<file path="src/rtl/graphic_multi_ball.sv">
// Multi-ball pixel colouriser: renders NUM_BALLS filled circles over a safe/background field
// with a 3-stage pipeline, per-frame position latching and per-frame overlap reporting.
module graphic_multi_ball #(
    parameter int SCREEN_WIDTH  = 800,
    parameter int SCREEN_HEIGHT = 600,
    parameter int NUM_BALLS     = 2,
    parameter int BALL_RADIUS   = 20,
    parameter logic [NUM_BALLS*12-1:0] BALL_COLORS = {12'h0FF, 12'hF00},
    parameter logic [11:0] SAFE_COLOR = 12'h0F0,
    parameter logic [11:0] BKG_COLOR  = 12'h00F,
    localparam int XW = $clog2(SCREEN_WIDTH),
    localparam int YW = $clog2(SCREEN_HEIGHT)
) (
    input  logic                    i_clk,
    input  logic                    i_rst,
    input  logic                    i_frame_start,
    input  logic [NUM_BALLS*XW-1:0] i_ball_x,
    input  logic [NUM_BALLS*YW-1:0] i_ball_y,
    input  logic [NUM_BALLS-1:0]    i_ball_en,
    input  logic                    i_is_safe,
    input  logic                    i_disp_enbl,
    input  logic [10:0]             i_h_coord,
    input  logic [9:0]              i_v_coord,
    input  logic                    i_hsync,
    input  logic                    i_vsync,
    output logic [XW-1:0]           o_screen_x,
    output logic [YW-1:0]           o_screen_y,
    output logic                    o_is_pixel_valid,
    output logic [3:0]              o_red,
    output logic [3:0]              o_green,
    output logic [3:0]              o_blue,
    output logic                    o_hsync,
    output logic                    o_vsync,
    output logic                    o_overlap
);

    localparam logic [23:0] R2 = 24'(BALL_RADIUS * BALL_RADIUS);

    logic [NUM_BALLS*XW-1:0] sh_x_q;
    logic [NUM_BALLS*YW-1:0] sh_y_q;
    logic [NUM_BALLS-1:0]    sh_en_q;

    logic signed [11:0] dx_d [NUM_BALLS];
    logic signed [11:0] dy_d [NUM_BALLS];
    logic signed [11:0] dx_q [NUM_BALLS];
    logic signed [11:0] dy_q [NUM_BALLS];
    logic [23:0]        dist2_d [NUM_BALLS];
    logic [23:0]        dist2_q [NUM_BALLS];

    logic s1_safe_q, s1_de_q, s1_hs_q, s1_vs_q;
    logic s2_safe_q, s2_de_q, s2_hs_q, s2_vs_q;
    logic hs_q, vs_q;
    logic [11:0] colour_d, colour_q;
    logic        acc_d, acc_q, overlap_d, overlap_q;

    logic [NUM_BALLS-1:0] hit;
    logic [11:0]          hit_col;
    logic                 any_hit;
    logic [3:0]           hit_cnt;
    logic                 pix_overlap;

    assign o_screen_x       = i_h_coord[XW-1:0];
    assign o_screen_y       = i_v_coord[YW-1:0];
    assign o_is_pixel_valid = i_disp_enbl && (i_h_coord < 11'(SCREEN_WIDTH))
                              && (i_v_coord < 10'(SCREEN_HEIGHT));

    // Zero-extend both operands to 12 bits so left/above-centre pixels go negative, not wrap.
    always_comb begin
        for (int k = 0; k < NUM_BALLS; k++) begin
            dx_d[k] = 12'(i_h_coord) - 12'(sh_x_q[XW*k +: XW]);
            dy_d[k] = 12'(i_v_coord) - 12'(sh_y_q[YW*k +: YW]);
        end
    end

    always_comb begin
        for (int k = 0; k < NUM_BALLS; k++) begin
            dist2_d[k] = 24'(dx_q[k]) * 24'(dx_q[k]) + 24'(dy_q[k]) * 24'(dy_q[k]);
        end
    end

    // Descending scan so the lowest-index hit ball has the final say.
    always_comb begin
        hit     = '0;
        hit_col = '0;
        any_hit = 1'b0;
        hit_cnt = '0;
        for (int k = NUM_BALLS - 1; k >= 0; k--) begin
            hit[k] = sh_en_q[k] && (dist2_q[k] <= R2);
            if (hit[k]) begin
                hit_col = BALL_COLORS[12*k +: 12];
                any_hit = 1'b1;
            end
            hit_cnt = hit_cnt + {3'b000, hit[k]};
        end
        if (!s2_de_q)       colour_d = 12'h000;
        else if (any_hit)   colour_d = hit_col;
        else if (s2_safe_q) colour_d = SAFE_COLOR;
        else                colour_d = BKG_COLOR;
        pix_overlap = s2_de_q && (hit_cnt >= 4'd2);
    end

    // A pixel overlapping on the frame_start cycle belongs to the frame that is starting.
    always_comb begin
        acc_d     = i_frame_start ? pix_overlap : (acc_q | pix_overlap);
        overlap_d = i_frame_start ? acc_q : overlap_q;
    end

    always_ff @(posedge i_clk) begin
        if (i_rst) begin
            sh_x_q    <= '0;
            sh_y_q    <= '0;
            sh_en_q   <= '0;
            s1_safe_q <= 1'b0;
            s1_de_q   <= 1'b0;
            s1_hs_q   <= 1'b0;
            s1_vs_q   <= 1'b0;
            s2_safe_q <= 1'b0;
            s2_de_q   <= 1'b0;
            s2_hs_q   <= 1'b0;
            s2_vs_q   <= 1'b0;
            hs_q      <= 1'b0;
            vs_q      <= 1'b0;
            colour_q  <= '0;
            acc_q     <= 1'b0;
            overlap_q <= 1'b0;
            for (int k = 0; k < NUM_BALLS; k++) begin
                dx_q[k]    <= '0;
                dy_q[k]    <= '0;
                dist2_q[k] <= '0;
            end
        end else begin
            if (i_frame_start) begin
                sh_x_q  <= i_ball_x;
                sh_y_q  <= i_ball_y;
                sh_en_q <= i_ball_en;
            end
            s1_safe_q <= i_is_safe;
            s1_de_q   <= i_disp_enbl;
            s1_hs_q   <= i_hsync;
            s1_vs_q   <= i_vsync;
            s2_safe_q <= s1_safe_q;
            s2_de_q   <= s1_de_q;
            s2_hs_q   <= s1_hs_q;
            s2_vs_q   <= s1_vs_q;
            hs_q      <= s2_hs_q;
            vs_q      <= s2_vs_q;
            colour_q  <= colour_d;
            acc_q     <= acc_d;
            overlap_q <= overlap_d;
            for (int k = 0; k < NUM_BALLS; k++) begin
                dx_q[k]    <= dx_d[k];
                dy_q[k]    <= dy_d[k];
                dist2_q[k] <= dist2_d[k];
            end
        end
    end

    assign o_red     = colour_q[11:8];
    assign o_green   = colour_q[7:4];
    assign o_blue    = colour_q[3:0];
    assign o_hsync   = hs_q;
    assign o_vsync   = vs_q;
    assign o_overlap = overlap_q;

endmodule

</file>
<file path="config.mk">
export PLATFORM = sky130hd
export DESIGN_NAME = graphic_multi_ball
export DESIGN_NICKNAME = d
export VERILOG_FILES = /design/src/rtl/graphic_multi_ball.sv
export SDC_FILE = /design/constraint.sdc
export NUM_CORES = 2
export LEC_CHECK = 0
export ABC_AREA = 1
export BUFFER_PORTS_ARGS = -buffer_cell sky130_fd_sc_hd__buf_4
export CAP_MARGIN = 40
export CORE_ASPECT_RATIO = 0.6
export CORE_MARGIN = 3
export CORE_UTILIZATION = 23
export DETAILED_ROUTE_END_ITERATION = 16
export PLACE_DENSITY_LB_ADDON = 0.1
export SYNTH_ARGS = -nofsm -noshare
export SYNTH_HDL_FRONTEND = slang
export SYNTH_SLANG_ARGS = --single-unit
export TNS_END_PERCENT = 5
</file>
<file path="constraint.sdc">
create_clock -name i_clk -period 11.2 [get_ports i_clk]
set_clock_uncertainty 0.05 [all_clocks]
set_input_delay 1.12 -clock i_clk [delete_from_list [all_inputs] [get_ports i_clk]]
set_output_delay 1.12 -clock i_clk [all_outputs]
set_load 0.05 [all_outputs]
</file>
Word-level counts from Yosys, hierarchy flattened
Memory sizes are Yosys's and may differ from the RTL's.
Cells that the tools add are included.
{"block": "op_classes", "addsub": 7, "n_mul": 4, "magnitude_cmp": 5, "muxes": 16, "bitwise_logic": 8, "reduce_logical": 6}
{"cell": "$mul 12x12->24", "count": 4}
{"cell": "$mux 12", "count": 6}
{"cell": "$add 24x24->24", "count": 2}
{"cell": "$le 24x9->1 const B", "count": 2}
{"cell": "$mux 24", "count": 2}
{"cell": "$sub 11x10->12", "count": 2}
{"cell": "$sub 10x10->11", "count": 2}
{"cell": "$mux 8", "count": 2}
{"cell": "$lt 11x10->1 const B", "count": 1}
{"cell": "$lt 10x10->1 const B", "count": 1}
{"cell": "$or 1x1->1", "count": 7}
{"cell": "$mux 1", "count": 6}
{"cell": "$logic_and 1x1->1", "count": 5}
{"cell": "$add 1x1->2", "count": 1}
{"cell": "$ge 2x2->1 const B", "count": 1}
{"cell": "$reduce_or 2->1", "count": 1}
{"cell": "$not 1->1", "count": 1}
{"block": "totals", "register_bits": 66, "ramBits": 96, "input_bits": 70, "output_inout_bits": 36, "mem_count": 3}
{"memory": "dist2_q", "words": 2, "width": 24, "rd": 2, "rd_clocked_by_memory_dff": 0, "wr": 2, "line_no": "48", "source": "logic [23:0] dist2_q [NUM_BALLS];"}
{"memory": "dx_q", "words": 2, "width": 12, "rd": 2, "rd_clocked_by_memory_dff": 0, "wr": 2, "line_no": "45", "source": "logic signed [11:0] dx_q [NUM_BALLS];"}
{"memory": "dy_q", "words": 2, "width": 12, "rd": 2, "rd_clocked_by_memory_dff": 0, "wr": 2, "line_no": "46", "source": "logic signed [11:0] dy_q [NUM_BALLS];"}

Depth between registers and ports, before layout
An unclocked memory read counts as a cell.
{"block": "logic_depth", "depth_word": 8, "depth_mapped": 28, "ltp_nobuf": 28}

Least setup slack after synthesis
No wires, ideal clock.
{"block": "synth_path", "path_kind": "register -> register", "from": "memory dy_q[0][11]", "to": "memory dist2_q[0][23]", "setup_time_ps": 115, "arrival_ps": 5866, "path_slack_ps": 5169, "stages_incl_launch_ff": 24, "path_buffers": 1, "period_less_slack_ps": 6031, "cell_sequence": "dfxtp_1 clkbuf_1 nand2_1 fa_1 inv_1 fa_1 inv_1 fa_1 fa_1 inv_1 fa_1 inv_1 fa_1 inv_1 fa_1 ha_1 nand2_1 nor2_1 nor3b_2 nand3_1 nor2_1 nor2_1 a21oi_1 nor2_1"}
{"item": "start: declaration", "line_no": "46"}
{"item": "end: declaration", "line_no": "48"}

==> metrics.md <==
| Metric | Value |
|---|---|
| Status | `finished, final reports clean` |
| Multi-input gate area | `19200 um2` |
| Post-Route Setup TNS | `0 ns` |
| Grt total ovfl | `0` |
| Post-route ant nets | `0` |
| Area grow syn2layout | `11.1%` |
| Post-layout util | `26.0%` |
| Ys async rst share | `0%` |
| Clk Latency, worst-skew pair | `0.52 ns` |
| Final layout net count | `between 4000 and 5000` |
| Most frequent cells in the layout | `inv_1, fa_1, nand2_1` |
| Final-layout fill cell count | `12400` |
| TritonCTS Buffers | `17` |
| Drt via density | `roughly 3.9` |
| Max-cap violations | `0` |
| Achievable clock frequency | `~0.14 GHz` |
| Port Buffers | `105` |
| Share of the synthesized area in the top cell type | `41.6%` |
| I/O pin cnt | `106` |
| Clock root buffer | `clkbuf_16` |
| Worst slew margin | `41.0%` |
| Final Cycle Share | `63.6%` |
| # rows | `95` |
| Syn nets | `4015` |
| CP Max Fanout | `13` |
| Setup violations, final | `0` |
| Vias in the first global route | `19300` |
| Hold_buf cts | `0` |
| Critical Path End Type | `flip-flop` |
| Number of enable flip-flop cells after synthesis | `0` |
| Via count | `roughly 19000` |
| Setup CP Type | `flip-flop to flip-flop` |
| # DRC | `0` |
| DPL Wire Length | `approximately 76000 um` |
| Post-Route WL | `87600 um` |
| Cts repair resizes | `0` |
| First-pass GRT wire length | `134000 um` |
| Fin. max-slew vios | `0` |
| RSZ-0062 raised after global routing | `false` |
| DRT Pass-1 Iters | `5` |
| Placer Congestion | `0.812` |
| R2r setup slk | `around 4 ns` |
| Number of distinct library cells after synthesis | `47` |
| WL/cell | `18.6 um` |
| Worst-margin pin slew | `0.883 ns` |
| Worst EP arrival | `7.49 ns` |
| H-Tree Depth | `4` |
| Sequential cell area | `between 3000 and 4000 um2` |
| Commonest non-fill, non-tap cell in the layout | `inv_1` |
| Type of the tightest min-delay check | `flip-flop to flip-flop` |
| Crit path required time | `~12 ns` |
| Min Clock Period, post-route | `7.13 ns` |
| Cell count after synthesis | `between 3000 and 4000` |
| CTS clk-pin slew, worst paths | `0.08 ns` |
| Clock Path Buffers | `2` |
| Setup Fix Bufs, Post-CTS | `0` |
| Largest net degree at the start of global routing | `62` |
| Initial antenna violation count | `3` |
| Area contributors post-synth | `fa_1, inv_1, dfxtp_1` |
| Layout cells sized above 1 | `under 10%` |
| Dominant cell type by area after synthesis | `fa_1` |
| Critical Path Start Type | `flip-flop` |
| Clock sink count | `around 150` |
| Iteration-0 DRC Markers | `1156` |
| Die height | `268 um` |
| Register bit count reported by yosys | `approximately 150` |
| Core area | `113000 um2` |
| Starting Density | `23.4%` |
| Final hold violations | `0` |
| Post-synthesis sequential area ratio | `11.5%` |
| Avg Cell Area, Syn | `8.31 um2` |
| Synth warnings | `0` |
| Die ar. | `about 120000 um2` |
| CTS tree | `yes` |
| GRT Total Usage | `15.5%` |
| Chip width | `443 um` |
| Main synth FF type | `dfxtp_1` |
| Mapped cell area | `about 26000 um2` |
[flip-flops by register name (all words and copies together), names as in the netlist, 2 cells and up]
register / cells
dist2_q: 48
dx_q: 24
dy_q: 22
sh_x_q: 20
sh_y_q: 20
colour_q: 3
sh_en_q: 2
[stage by stage]
step,hold WS [ns],std cells,worst slack [ns],area [um2]
after global routing,0.377,4722,3.69,29300
after detailed placement,0.345,4689,4.09,28600
after CTS,0.357,4721,4.05,29300
final,0.356,4722,4.07,29300
after floorplan,0.338,3167,5.17,26300
after global placement,0.345,4686,4.00,28600
[cells in the mapped netlist (2+ instances only)]
master and number:
a21o_1 12, a21oi_1 164, a21oi_2 5, a31oi_1 5, buf_4 29, clkbuf_1 71
clkinv_1 3, dfxtp_1 151, fa_1 547, ha_1 231, inv_1 961, nand2_1 522
nand2_2 6, nand3_1 52, nand4_1 9, nor2_1 174, nor2_2 4, nor3_1 8
nor3_2 2, nor3b_2 2, nor4_1 9, o2111ai_1 2, o21a_1 12, o21ai_0 121
o21ai_1 7, o21bai_1 7, or2_2 13, xnor2_1 9, xor2_1 11
[critical path, stage by stage, from the launching register on]
cell and delay [ns]:
dfxtp_1 0.77, clkinv_1 0.54, or2_2 0.44, fa_1 0.48, fa_1 0.50, inv_1 0.05
fa_1 0.48, fa_1 0.53, fa_1 0.44, fa_1 0.49, inv_1 0.07, fa_1 0.60
inv_1 0.08, ha_1 0.37, nand2_1 0.13, inv_1 0.05, a21oi_1 0.18, nor2_1 0.06
nor2_1 0.08, nand2_1 0.12, nand2_1 0.10, nand2_1 0.08, nand2_1 0.07, nand2_1 0.04
nor2_1 0.23
[routing by layer]
layer / track usage [%] / vias to the layer above / routed length, um
met5: 0 / - / 0
met4: 2.34 / 0 / 731
met3: 3.31 / 32 / 4300
met2: 16.9 / 290 / 26800
met1: 28.1 / 8916 / 55800
li1: - / 9283 / -
[final timing paths]
path                                   from              to  cells after the start
worst min-delay path                s1_de_q         s2_de_q                      2
worst max register to register  dy_q[0][11]  dist2_q[0][18]                     24
worst max-delay path            dy_q[0][11]  dist2_q[0][18]                     24
worst min register to register      s1_de_q         s2_de_q                      2
[logic make-up after synthesis]
family | count (synthesis) | synth area share [%]
compound gates | 344 | 7.18
xor+xnor | 20 | 0.665
fa+ha+maj | 778 | 52.6
buf+inv | 1068 | 15.7
flops | 151 | 11.5
simple gates | 806 | 12.4
[layout make-up]
class	count	area share, %
diodes	1	0.00855
clock buffers	17	1.45
clock inverters	15	0.684
inverters	965	12.4
multi-input cells	1948	65.5
flip-flops and latches	151	10.3
well taps	1503	6.43
repair buffers	122	3.19
Power is not shown: default switching activity piles up to over one toggle a cycle in this logic, so the estimate is an artifact.
